===== config.mk =====
export PLATFORM = sky130hd
export DESIGN_NAME = lane_reorder_ctrl
export DESIGN_NICKNAME = d
export VERILOG_FILES = /design/src/rtl/lane_reorder_ctrl.sv
export SDC_FILE = /design/constraint.sdc
export NUM_CORES = 1
export LEC_CHECK = 0
export CORE_AREA = 10 10 162 164
export CTS_CLUSTER_DIAMETER = 150
export CTS_CLUSTER_SIZE = 8
export DETAILED_ROUTE_END_ITERATION = 12
export DIE_AREA = 0 0 172 174
export MAX_ROUTING_LAYER = met4
export PLACE_DENSITY = 0.71
export SLEW_MARGIN = 20
export SYNTH_ARGS = -nofsm -noshare
export SYNTH_HDL_FRONTEND = slang
export SYNTH_SLANG_ARGS = --single-unit

===== constraint.sdc =====
create_clock -name i_clock -period 6.6 [get_ports i_clock]
set_clock_uncertainty 0.2 [all_clocks]
set_input_delay 1.98 -clock i_clock [delete_from_list [all_inputs] [get_ports i_clock]]
set_output_delay 1.98 -clock i_clock [all_outputs]
set_load 0.05 [all_outputs]

===== src/rtl/lane_reorder_ctrl.sv =====
// ---------------------------------------------------------------------------
// lane_reorder_ctrl
//
// Receive-side lane reorder controller. Waits until every physical lane has
// alignment-marker lock, then walks the per-lane logical IDs (one physical
// lane per cycle) to build a logical->physical selector table. The table is
// checked for duplicate, out-of-range and missing IDs and, if clean, is loaded
// into the swap mux with a one-cycle done pulse. Any loss of lock restarts
// the whole sequence.
//
// Optional feature: define LANE_REORDER_CTRL_TIMEOUT_EN to enable a
// partial-lock timeout counter that pulses o_timeout every TIMEOUT_CYCLES
// cycles while some, but not all, lanes are locked. Without the macro
// o_timeout is tied low.
//
// Ports:
//   i_clock         single clock
//   i_reset_n       synchronous, active-low reset
//   i_enable        block enable; low freezes FSM, counters and outputs
//   i_am_lock       per-physical-lane AM lock, bit N_LANES-1 is phy lane 0
//   i_phy_ids       logical ID seen on each phy lane, phy 0 in the MSBs
//   o_lane_ids      selector table, logical 0 in the MSBs, each field a phy
//                   lane index
//   o_reorder_done  one-cycle pulse when o_lane_ids is updated
//   o_reorder_ok    table valid and all lanes locked
//   o_dup_error     sticky until next build: duplicate / out-of-range ID
//   o_missing_error sticky until next build: a logical ID was never seen
//   o_timeout       partial-lock timeout pulse (optional feature)
// ---------------------------------------------------------------------------
module lane_reorder_ctrl #(
  parameter int NB_DATA        = 66,
  parameter int N_LANES        = 20,
  parameter int NB_ID          = $clog2(N_LANES),
  parameter int NB_ID_BUS      = NB_ID * N_LANES,
  parameter int TIMEOUT_CYCLES = 16384
) (
  input  logic                 i_clock,
  input  logic                 i_reset_n,
  input  logic                 i_enable,
  input  logic [N_LANES-1:0]   i_am_lock,
  input  logic [NB_ID_BUS-1:0] i_phy_ids,
  output logic [NB_ID_BUS-1:0] o_lane_ids,
  output logic                 o_reorder_done,
  output logic                 o_reorder_ok,
  output logic                 o_dup_error,
  output logic                 o_missing_error,
  output logic                 o_timeout
);

  // Reject configurations that cannot work at elaboration time.
  if (NB_DATA < 1 || TIMEOUT_CYCLES < 2 || NB_ID_BUS != NB_ID * N_LANES ||
      (1 << NB_ID) < N_LANES) begin : g_bad_cfg
    $error("lane_reorder_ctrl: inconsistent parameter set");
  end

  typedef enum logic [2:0] {
    WAIT_LOCK,
    BUILD,
    CHECK,
    DONE,
    LOCKED,
    ERROR
  } state_t;

  localparam logic [NB_ID-1:0] LAST_PTR = NB_ID'(N_LANES - 1);

  state_t               state_reg;
  logic [NB_ID-1:0]     phy_ptr_reg;
  logic [NB_ID-1:0]     scratch_reg [N_LANES];
  logic [N_LANES-1:0]   seen_reg;
  logic                 dup_reg;          // internal sticky flags, published in ERROR
  logic                 missing_reg;
  logic [NB_ID_BUS-1:0] lane_ids_reg;
  logic                 done_reg;
  logic                 ok_reg;
  logic                 dup_out_reg;
  logic                 missing_out_reg;

  logic [NB_ID-1:0]     phy_id [N_LANES];
  logic [NB_ID_BUS-1:0] scratch_packed;
  logic [NB_ID-1:0]     cur_id;
  logic                 all_locked;
  logic                 id_in_range;
  logic                 build_wr;

  // Unpack the ID bus (phy 0 in MSBs) and pack the scratch table
  // (logical 0 in MSBs) for the final copy.
  genvar gi;
  generate
    for (gi = 0; gi < N_LANES; gi++) begin : g_lane
      assign phy_id[gi] = i_phy_ids[(N_LANES-1-gi)*NB_ID +: NB_ID];
      assign scratch_packed[(N_LANES-1-gi)*NB_ID +: NB_ID] = scratch_reg[gi];
    end
  endgenerate

  assign all_locked  = &i_am_lock;
  assign cur_id      = phy_id[phy_ptr_reg];
  assign id_in_range = (32'(cur_id) < 32'(N_LANES));
  // A BUILD step claims a scratch slot only for a fresh, in-range ID.
  assign build_wr    = (state_reg == BUILD) && all_locked && id_in_range &&
                       !seen_reg[cur_id];

  // Scratch table: cleared while waiting for lock, one slot written per
  // BUILD cycle.
  always_ff @(posedge i_clock) begin
    if (!i_reset_n) begin
      for (int i = 0; i < N_LANES; i++) scratch_reg[i] <= '0;
    end else if (i_enable) begin
      for (int i = 0; i < N_LANES; i++) begin
        if (state_reg == WAIT_LOCK) begin
          scratch_reg[i] <= '0;
        end else if (build_wr && cur_id == NB_ID'(i)) begin
          scratch_reg[i] <= phy_ptr_reg;
        end
      end
    end
  end

  always_ff @(posedge i_clock) begin
    if (!i_reset_n) begin
      state_reg       <= WAIT_LOCK;
      phy_ptr_reg     <= '0;
      seen_reg        <= '0;
      dup_reg         <= 1'b0;
      missing_reg     <= 1'b0;
      lane_ids_reg    <= '0;
      done_reg        <= 1'b0;
      ok_reg          <= 1'b0;
      dup_out_reg     <= 1'b0;
      missing_out_reg <= 1'b0;
    end else if (i_enable) begin
      done_reg <= 1'b0;
      case (state_reg)
        WAIT_LOCK: begin
          ok_reg      <= 1'b0;
          phy_ptr_reg <= '0;
          seen_reg    <= '0;
          if (all_locked) begin
            // Error flags survive the lock loss and clear only here, as the
            // next build starts.
            dup_reg         <= 1'b0;
            missing_reg     <= 1'b0;
            dup_out_reg     <= 1'b0;
            missing_out_reg <= 1'b0;
            state_reg       <= BUILD;
          end
        end

        BUILD: begin
          if (!all_locked) begin
            state_reg <= WAIT_LOCK;
          end else begin
            if (build_wr) begin
              seen_reg[cur_id] <= 1'b1;
            end else begin
              dup_reg <= 1'b1;
            end
            if (phy_ptr_reg == LAST_PTR) begin
              state_reg <= CHECK;
            end else begin
              phy_ptr_reg <= phy_ptr_reg + NB_ID'(1);
            end
          end
        end

        CHECK: begin
          if (!all_locked) begin
            state_reg <= WAIT_LOCK;
          end else if (dup_reg) begin
            state_reg <= ERROR;
          end else if (!(&seen_reg)) begin
            missing_reg <= 1'b1;
            state_reg   <= ERROR;
          end else begin
            state_reg <= DONE;
          end
        end

        DONE: begin
          // Lock loss wins over the load: no pulse, table untouched.
          if (!all_locked) begin
            state_reg <= WAIT_LOCK;
          end else begin
            lane_ids_reg <= scratch_packed;
            done_reg     <= 1'b1;
            ok_reg       <= 1'b1;
            state_reg    <= LOCKED;
          end
        end

        LOCKED: begin
          if (!all_locked) begin
            ok_reg    <= 1'b0;
            state_reg <= WAIT_LOCK;
          end
        end

        ERROR: begin
          dup_out_reg     <= dup_reg;
          missing_out_reg <= missing_reg;
          if (!all_locked) begin
            state_reg <= WAIT_LOCK;
          end
        end

        default: begin
          state_reg <= WAIT_LOCK;
        end
      endcase
    end
  end

  assign o_lane_ids      = lane_ids_reg;
  assign o_reorder_done  = done_reg;
  assign o_reorder_ok    = ok_reg;
  assign o_dup_error     = dup_out_reg;
  assign o_missing_error = missing_out_reg;

`ifdef LANE_REORDER_CTRL_TIMEOUT_EN
  localparam int NB_TO = $clog2(TIMEOUT_CYCLES);

  logic [NB_TO-1:0] to_cnt_reg;
  logic             timeout_reg;
  logic             partial_lock;

  assign partial_lock = (|i_am_lock) && !all_locked;

  always_ff @(posedge i_clock) begin
    if (!i_reset_n) begin
      to_cnt_reg  <= '0;
      timeout_reg <= 1'b0;
    end else if (i_enable) begin
      timeout_reg <= 1'b0;
      if (state_reg == WAIT_LOCK && partial_lock) begin
        if (to_cnt_reg == NB_TO'(TIMEOUT_CYCLES - 1)) begin
          to_cnt_reg  <= '0;
          timeout_reg <= 1'b1;
        end else begin
          to_cnt_reg <= to_cnt_reg + NB_TO'(1);
        end
      end else begin
        to_cnt_reg <= '0;
      end
    end
  end

  assign o_timeout = timeout_reg;
`else
  assign o_timeout = 1'b0;
`endif

endmodule


==> results.py, run 1 <==
metrics = {
    "timing": {
        "whs_ns": 0.2603,
        "layout_min_cycle_time_ns": 5.456,
        "drv_slew": 0,
        "min_period_over_period": 0.8266,
        "slew_headroom": 0.3466,
        "timing.fmax_mhz": 183.3,
        "fin_setup_tns_ns": 0,
        "setup_violations": 0,
        "rsz0062_at_grt": "false",
        "tightest_slew_ns": 0.9801,
        "hold_violations": 0,
    },
    "clock_tree": {
        "cts_post_setup_buffers_inserted": 0,
        "cts-hold-fix-buffers": 0,
        "clk_transition_reported_paths_ns": 0.05,
        "htree_levels": 2,
        "clockBufferDepth": 3,
        "ctsResizeCount": 0,
        "clkSinkCount": 234,
        "cts_tree": "yes",
        "cts_made_buffers": 35,
        "ctsRootBufferMaster": "clkbuf_16",
        "clk_latency_ns": 0.50,
    },
    "synth": {
        "yosysUniqueCellTypes": 57,
        "yosysWarnings": 0,
        "syn_nets": 1168,
        "synth-seq-cells": 234,
        "yosys_most_used_dff": "dfxtp_1",
        "synthesis.instances": 1044,
        "synth_edf_count": 100,
        "netlist_area_um2": 10230,
        "async_flop_share": 0,
        "seq_area_frac_synth": 0.5556,
        "synth_area_per_cell_um2": 9.801,
    },
    "floorplanning": {
        "die-area_um2": 29930,
        "dieWidth_um": 172,
        "start_util": 0.4425,
        "io_pins": 228,
        "fp-row-count": 56,
        "core-area_um2": 23120,
        "fp.dieH_um": 174,
    },
    "place": {
        "dp_hpwl_mm": 22.61,
        "port_buffers": 226,
        "dpl_cell_area_um2": 12730,
        "gp_congestion": 0.9826,
    },
    "flow_run": {
        "maxCapViolCount": 0,
    },
    "worst_setup_path": {
        "cp-startpoint": "i_phy_ids[5]",
        "reg2reg_from": "phy_ptr_reg[0]",
        "crit_path_max_incr_delay_ns": 0.79,
        "cp.arrival_ns": 5.38,
        "end_kind": "flop",
        "cp.required_ns": 6.52,
        "crit_type": "in2reg",
        "critPathLaunchType": "input pin",
        "cp_max_fo": 19,
        "worstPathCellList": "clkdlybuf4s50_1, mux4_2, a32o_1, nand2b_4, a2111oi_0, or4_4, nand2_1, o21ai_0",
        "worst-path-buf-inv": 1,
        "critPathTopFamily": "compound AO/OA/AOI/OAI gates",
        "cp_slowest_cell": "o21ai_0",
    },
    "power_and_ir_drop": {
        "cellLeakagePower_uw": 0.004550,
        "power_uw": 3295,
        "ir_drop_uv": 137.8,
        "p_per_area_nw_per_um2": 240.0,
    },
    "final_layout": {
        "fill_cells": 1997,
        "multi_input_area_um2": 4200,
        "drive_gt1_frac": 0.08516,
        "final_common_cell": "nand2_1",
        "design_area_um2": 13730,
        "most-common-layout-cells": "nand2_1, clkdlybuf4s50_1, dfxtp_1",
        "syn_to_final_growth_pct": 34.18,
        "diodes": 0,
        "ff_latch_area_um2": 5688,
        "layout.nets": 1384,
    },
    "global_routing": {
        "gr-total-overflow": 0,
        "grt_antenna_before_repair": 0,
        "grt_use_total": 0.1982,
        "grt_pass1_vias": 8554,
        "grt_max_degree": 73,
        "grt_first_pass_wirelength_mm": 45.82,
    },
    "drt": {
        "vias_per_cell": 5.340,
        "routedWlPerCell_um": 18.86,
        "postRouteAntennaNets": 0,
        "drc": 0,
        "drt-initial-drc-count": 805,
        "dr_total_vias": 8384,
        "drt_wl_total_mm": 29.62,
        "dr.pass1.iters": 5,
    },
    "hold_path": {
        "holdCritPathClass": "reg2reg",
        "worstHoldStart": "o_lane_ids[63]",
    },
    "status": {
        "status": "complete, no violations",
    },
}
[synthesized netlist by cell type (2+ instances only)]
master,instances,share of area
nand2_1,283,0.10
dfxtp_1,134,0.26
nor2_1,109,0.040
a21boi_0,105,0.077
edfxtp_1,100,0.29
clkbuf_1,56,0.021
o21ai_0,31,0.015
nand3_1,24,0.012
nor3_1,21,0.010
mux4_2,20,0.044
mux2i_1,15,0.015
nand4_1,12,0.0073
o31ai_1,11,0.0081
o21ai_1,10,0.0049
a2111oi_0,9,0.0077
and2_1,9,0.0055
and3_1,8,0.0049
nor2b_1,8,0.0049
buf_6,7,0.0077
buf_2,6,0.0029
nand2b_1,5,0.0031
nor3_2,5,0.0049
or2_2,5,0.0031
a22o_1,4,0.0034
a21oi_1,3,0.0015
nand3b_1,3,0.0022
nor3b_1,3,0.0022
o31a_1,3,0.0026
xor2_1,3,0.0026
a211oi_1,2,0.0015
buf_1,2,0.00073
inv_1,2,0.00073
or3_1,2,0.0012
[per-layer routing]
layer  wire length, um  track usage  up-vias
met5                 0            -        -
met4               943      0.07797        0
met3              1999      0.03874       60
met2             14810       0.3358      367
met1             11870       0.2249     3904
li1                  -            -     4053
[metrics by stage]
| step | util | setup WS [ns] | instances |
|---|---|---|---|
| CTS | 0.5938 | 1.199 | 1570 |
| global route | 0.5938 | 0.9547 | 1570 |
| detailed placement | 0.5504 | 0.6897 | 1513 |
| finish | 0.5938 | 1.144 | 1570 |
| global placement | 0.5504 | 0.7020 | 1513 |
| floorplan | - | 1.393 | 1044 |
[final timing paths]
| check | endpoint | slack [ns] | depth (start not counted) |
|---|---|---|---|
| hold reg to reg | o_lane_ids[63] | 0.26 | 2 |
| setup / recovery | scratch_reg[0][2] | 1.14 | 8 |
| hold / removal | o_lane_ids[63] | 0.26 | 2 |
| setup reg to reg | scratch_reg[0][2] | 1.98 | 7 |
[where the power goes]
| group | total [uW] | switching (uW) | internal (uW) |
|---|---|---|---|
| registers | 1530 | 8.55 | 1530 |
| logic | 158 | 62.7 | 94.9 |
| clock network | 1600 | 601 | 1000 |
| total | 3300 | 672 | 2620 |
[worst min-delay path: stages (launching register included)]
cell and delay (ns):
dfxtp_1 0.30, nand2_1 0.05, a21boi_0 0.06
[cell families after synthesis]
kind of cell | Yosys count | synth area share
flops | 234 | 0.5556
compound gates | 187 | 0.1326
buf+inv | 76 | 0.03522
other cells | 1 | 0.0003665
mux | 36 | 0.05979
simple gates | 506 | 0.2126
xor+xnor | 3 | 0.002568
fa+ha+maj | 1 | 0.001223
[cell type report]
type,instances,area share
inverter,3,0.0008202
clock buffer,54,0.07054
clock inverter,3,0.002461
tap,290,0.02643
timing repair buffer,252,0.1795
sequential,234,0.4143
multi-input combinational,734,0.3059
Note: power is estimated with default switching activity, not from simulation.
==> run 2: changes to the inputs <==
--- a/config.mk
+++ b/config.mk
@@ -11,7 +11,7 @@
 export DETAILED_ROUTE_END_ITERATION = 12
 export DIE_AREA = 0 0 172 174
 export MAX_ROUTING_LAYER = met4
-export PLACE_DENSITY = 0.71
+export PLACE_DENSITY = 0.74
 export SLEW_MARGIN = 20
 export SYNTH_ARGS = -nofsm -noshare
 export SYNTH_HDL_FRONTEND = slang
==> constraint.sdc (replaced) <==
create_clock -name i_clock -period 4.35 [get_ports i_clock]
set_clock_uncertainty 0.2 [all_clocks]
set_input_delay 1.305 -clock i_clock [delete_from_list [all_inputs] [get_ports i_clock]]
set_output_delay 1.305 -clock i_clock [all_outputs]
set_load 0.05 [all_outputs]
==> run 2 against run 1 <==
Die area is the same. Largest cell class unchanged. Critical path type unchanged. Largest power group unchanged. Core utilization up 2.4 points. Final area up 4.0%.
==> results.py, run 2 (synthesis results as in run 1) <==
metrics = {
    "power_and_ir_drop": {
        "internal_power_uw": 4034,
        "ir_drop_uv": 214.1,
        "switchingPower_uw": 1014,
        "p_clk_frac": 0.486,
        "p_per_area_nw_per_um2": 353.6,
        "pwr-share-seq": 0.461,
        "cellLeakagePower_uw": 0.004870,
        "power_uw": 5048,
        "comb_power_share": 0.054,
        "p_sw_frac": 0.2008,
    },
    "drt": {
        "postRouteAntennaNets": 0,
        "routedWlPerCell_um": 18.68,
        "dr.pass1.iters": 6,
        "drc": 0,
        "drt-initial-drc-count": 708,
        "dr_wl_met3_mm": 2.047,
        "m1WireLength_mm": 12.09,
        "top_layer_used": "met4",
        "drt_wl_total_mm": 30.51,
        "vias_per_cell": 5.316,
        "dr_total_vias": 8681,
        "wl_met2_mm": 15.17,
    },
    "timing": {
        "drv_slew": 0,
        "rsz0062_at_grt": "false",
        "hold_violations": 0,
        "min_period_over_period": 0.9717,
        "setup_violations": 0,
        "layout_min_cycle_time_ns": 4.227,
        "tightest_slew_ns": 0.9108,
        "slew_headroom": 0.3928,
        "fin_setup_tns_ns": 0,
        "timing.fmax_mhz": 236.6,
    },
    "hold_path": {
        "holdCritPathClass": "reg2reg",
    },
    "clock_tree": {
        "ctsRootBufferMaster": "clkbuf_16",
        "clk_latency_ns": 0.49,
        "htree_levels": 2,
        "cts_made_buffers": 35,
        "cts_tree": "yes",
        "clockBufferDepth": 3,
        "clk_transition_reported_paths_ns": 0.05,
        "clkSinkCount": 234,
    },
    "worst_setup_path": {
        "end_kind": "flop",
        "worstPathCellList": "clkdlybuf4s50_1, mux4_2, mux2_2, nand3b_1, nand2_1, a2111oi_1, or4_1, or4b_1, buf_4, o21ai_2",
        "crit_path_max_incr_delay_ns": 0.46,
        "critPathLaunchType": "input pin",
        "worst-path-buf-inv": 2,
        "cp_slowest_cell": "mux4_2",
        "cp.arrival_ns": 4.20,
        "crit_type": "in2reg",
        "cp.required_ns": 4.32,
        "critPathTopFamily": "simple AND/OR/NAND/NOR gates",
        "cp_max_fo": 9,
    },
    "global_routing": {
        "grt_pass1_vias": 8892,
        "gr-total-overflow": 0,
        "grt_max_degree": 111,
        "grt_antenna_before_repair": 0,
        "grt_first_pass_wirelength_mm": 47.29,
        "grt_use_total": 0.2048,
    },
    "floorplanning": {
        "fp-row-count": 56,
        "die-area_um2": 29930,
        "io_pins": 228,
        "core-area_um2": 23120,
        "start_util": 0.4425,
        "dieWidth_um": 172,
        "fp.dieH_um": 174,
    },
    "final_layout": {
        "fill_cells": 1873,
        "most-common-layout-cells": "nand2_1, clkdlybuf4s50_1, dfxtp_1",
        "final_common_cell": "nand2_1",
        "diodes": 0,
        "drive_gt1_frac": 0.1303,
        "layout.nets": 1446,
        "syn_to_final_growth_pct": 39.53,
    },
    "status": {
        "status": "complete, no violations",
    },
    "place": {
        "gp_congestion": 0.9361,
        "port_buffers": 226,
        "dp_hpwl_mm": 23.08,
    },
    "flow_run": {
        "maxCapViolCount": 0,
    },
}
## run 2: cell count changes in the layout (fill, tap and decap cells not counted), sizes merged
| cell | change |
|---|---|
| buf | +62 |
| clkbuf | +3 |
| clkinv | -1 |
| inv | -1 |
## run 2: final timing paths
path | from | endpoint | slack (ns) | cells after the start
setup / recovery | i_phy_ids[63] | scratch_reg[5][1] | 0.12 | 10
hold / removal | o_lane_ids[57] | o_lane_ids[57] | 0.26 | 2
setup reg to reg | phy_ptr_reg[1] | scratch_reg[5][1] | 0.53 | 10
hold reg to reg | o_lane_ids[57] | o_lane_ids[57] | 0.26 | 2
## run 2: cell type report
type                            instances  area [um2]  share of cell area
Clock inverter                          1       8.758           0.0006134
Timing Repair Buffer                  314        2980              0.2087
Sequential cell                       234        5688              0.3984
Clock buffer                           57        1001             0.07011
Tap cell                              290       362.8             0.02541
Inverter                                3       11.26           0.0007887
Multi-Input combinational cell        734        4225              0.2959
## run 2: through the flow
step | hold WS [ns] | cell area [um2] | utilization | instances | setup slack [ns]
floorplan | 0.2360 | 10240 | - | 1044 | -0.01922
global placement | 0.2535 | 13250 | 0.5729 | 1575 | -0.3535
detailed placement | 0.2567 | 13250 | 0.5729 | 1575 | -0.3784
CTS | 0.2654 | 14260 | 0.6166 | 1633 | 0.09075
global route | 0.2797 | 14280 | 0.6175 | 1633 | 0.004135
finish | 0.2604 | 14280 | 0.6175 | 1633 | 0.1232
## run 2: what timing repair did
item,4_1_cts,5_1_grt
resized for setup,0,8
endpoints found under the setup margin,0,25
setup buffers,0,0
hold buffers,0,0
## run 2: power by group through the flow
stage,registers (uW),clock network [uW],logic [uW]
after floorplan,2360,0,98.4
after global placement,2370,0,265
after detailed placement,2370,0,270
after CTS,2330,2480,270
after global routing,2320,2590,290
final,2330,2450,271
## run 2: tightest hold or removal path, delay by kind of cell (launching register included)
family             cells  cell delay, ns
AOI/OAI and AO/OA      1            0.06
DFF                    1            0.30
and+or+nand+nor        1            0.04
## run 2: layer usage
metal | up-vias | global-route usage
met4 | 0 | 0.08875
met2 | 401 | 0.3469
li1 | 4173 | -
met3 | 82 | 0.04078
met1 | 4025 | 0.2290
met5 | - | -
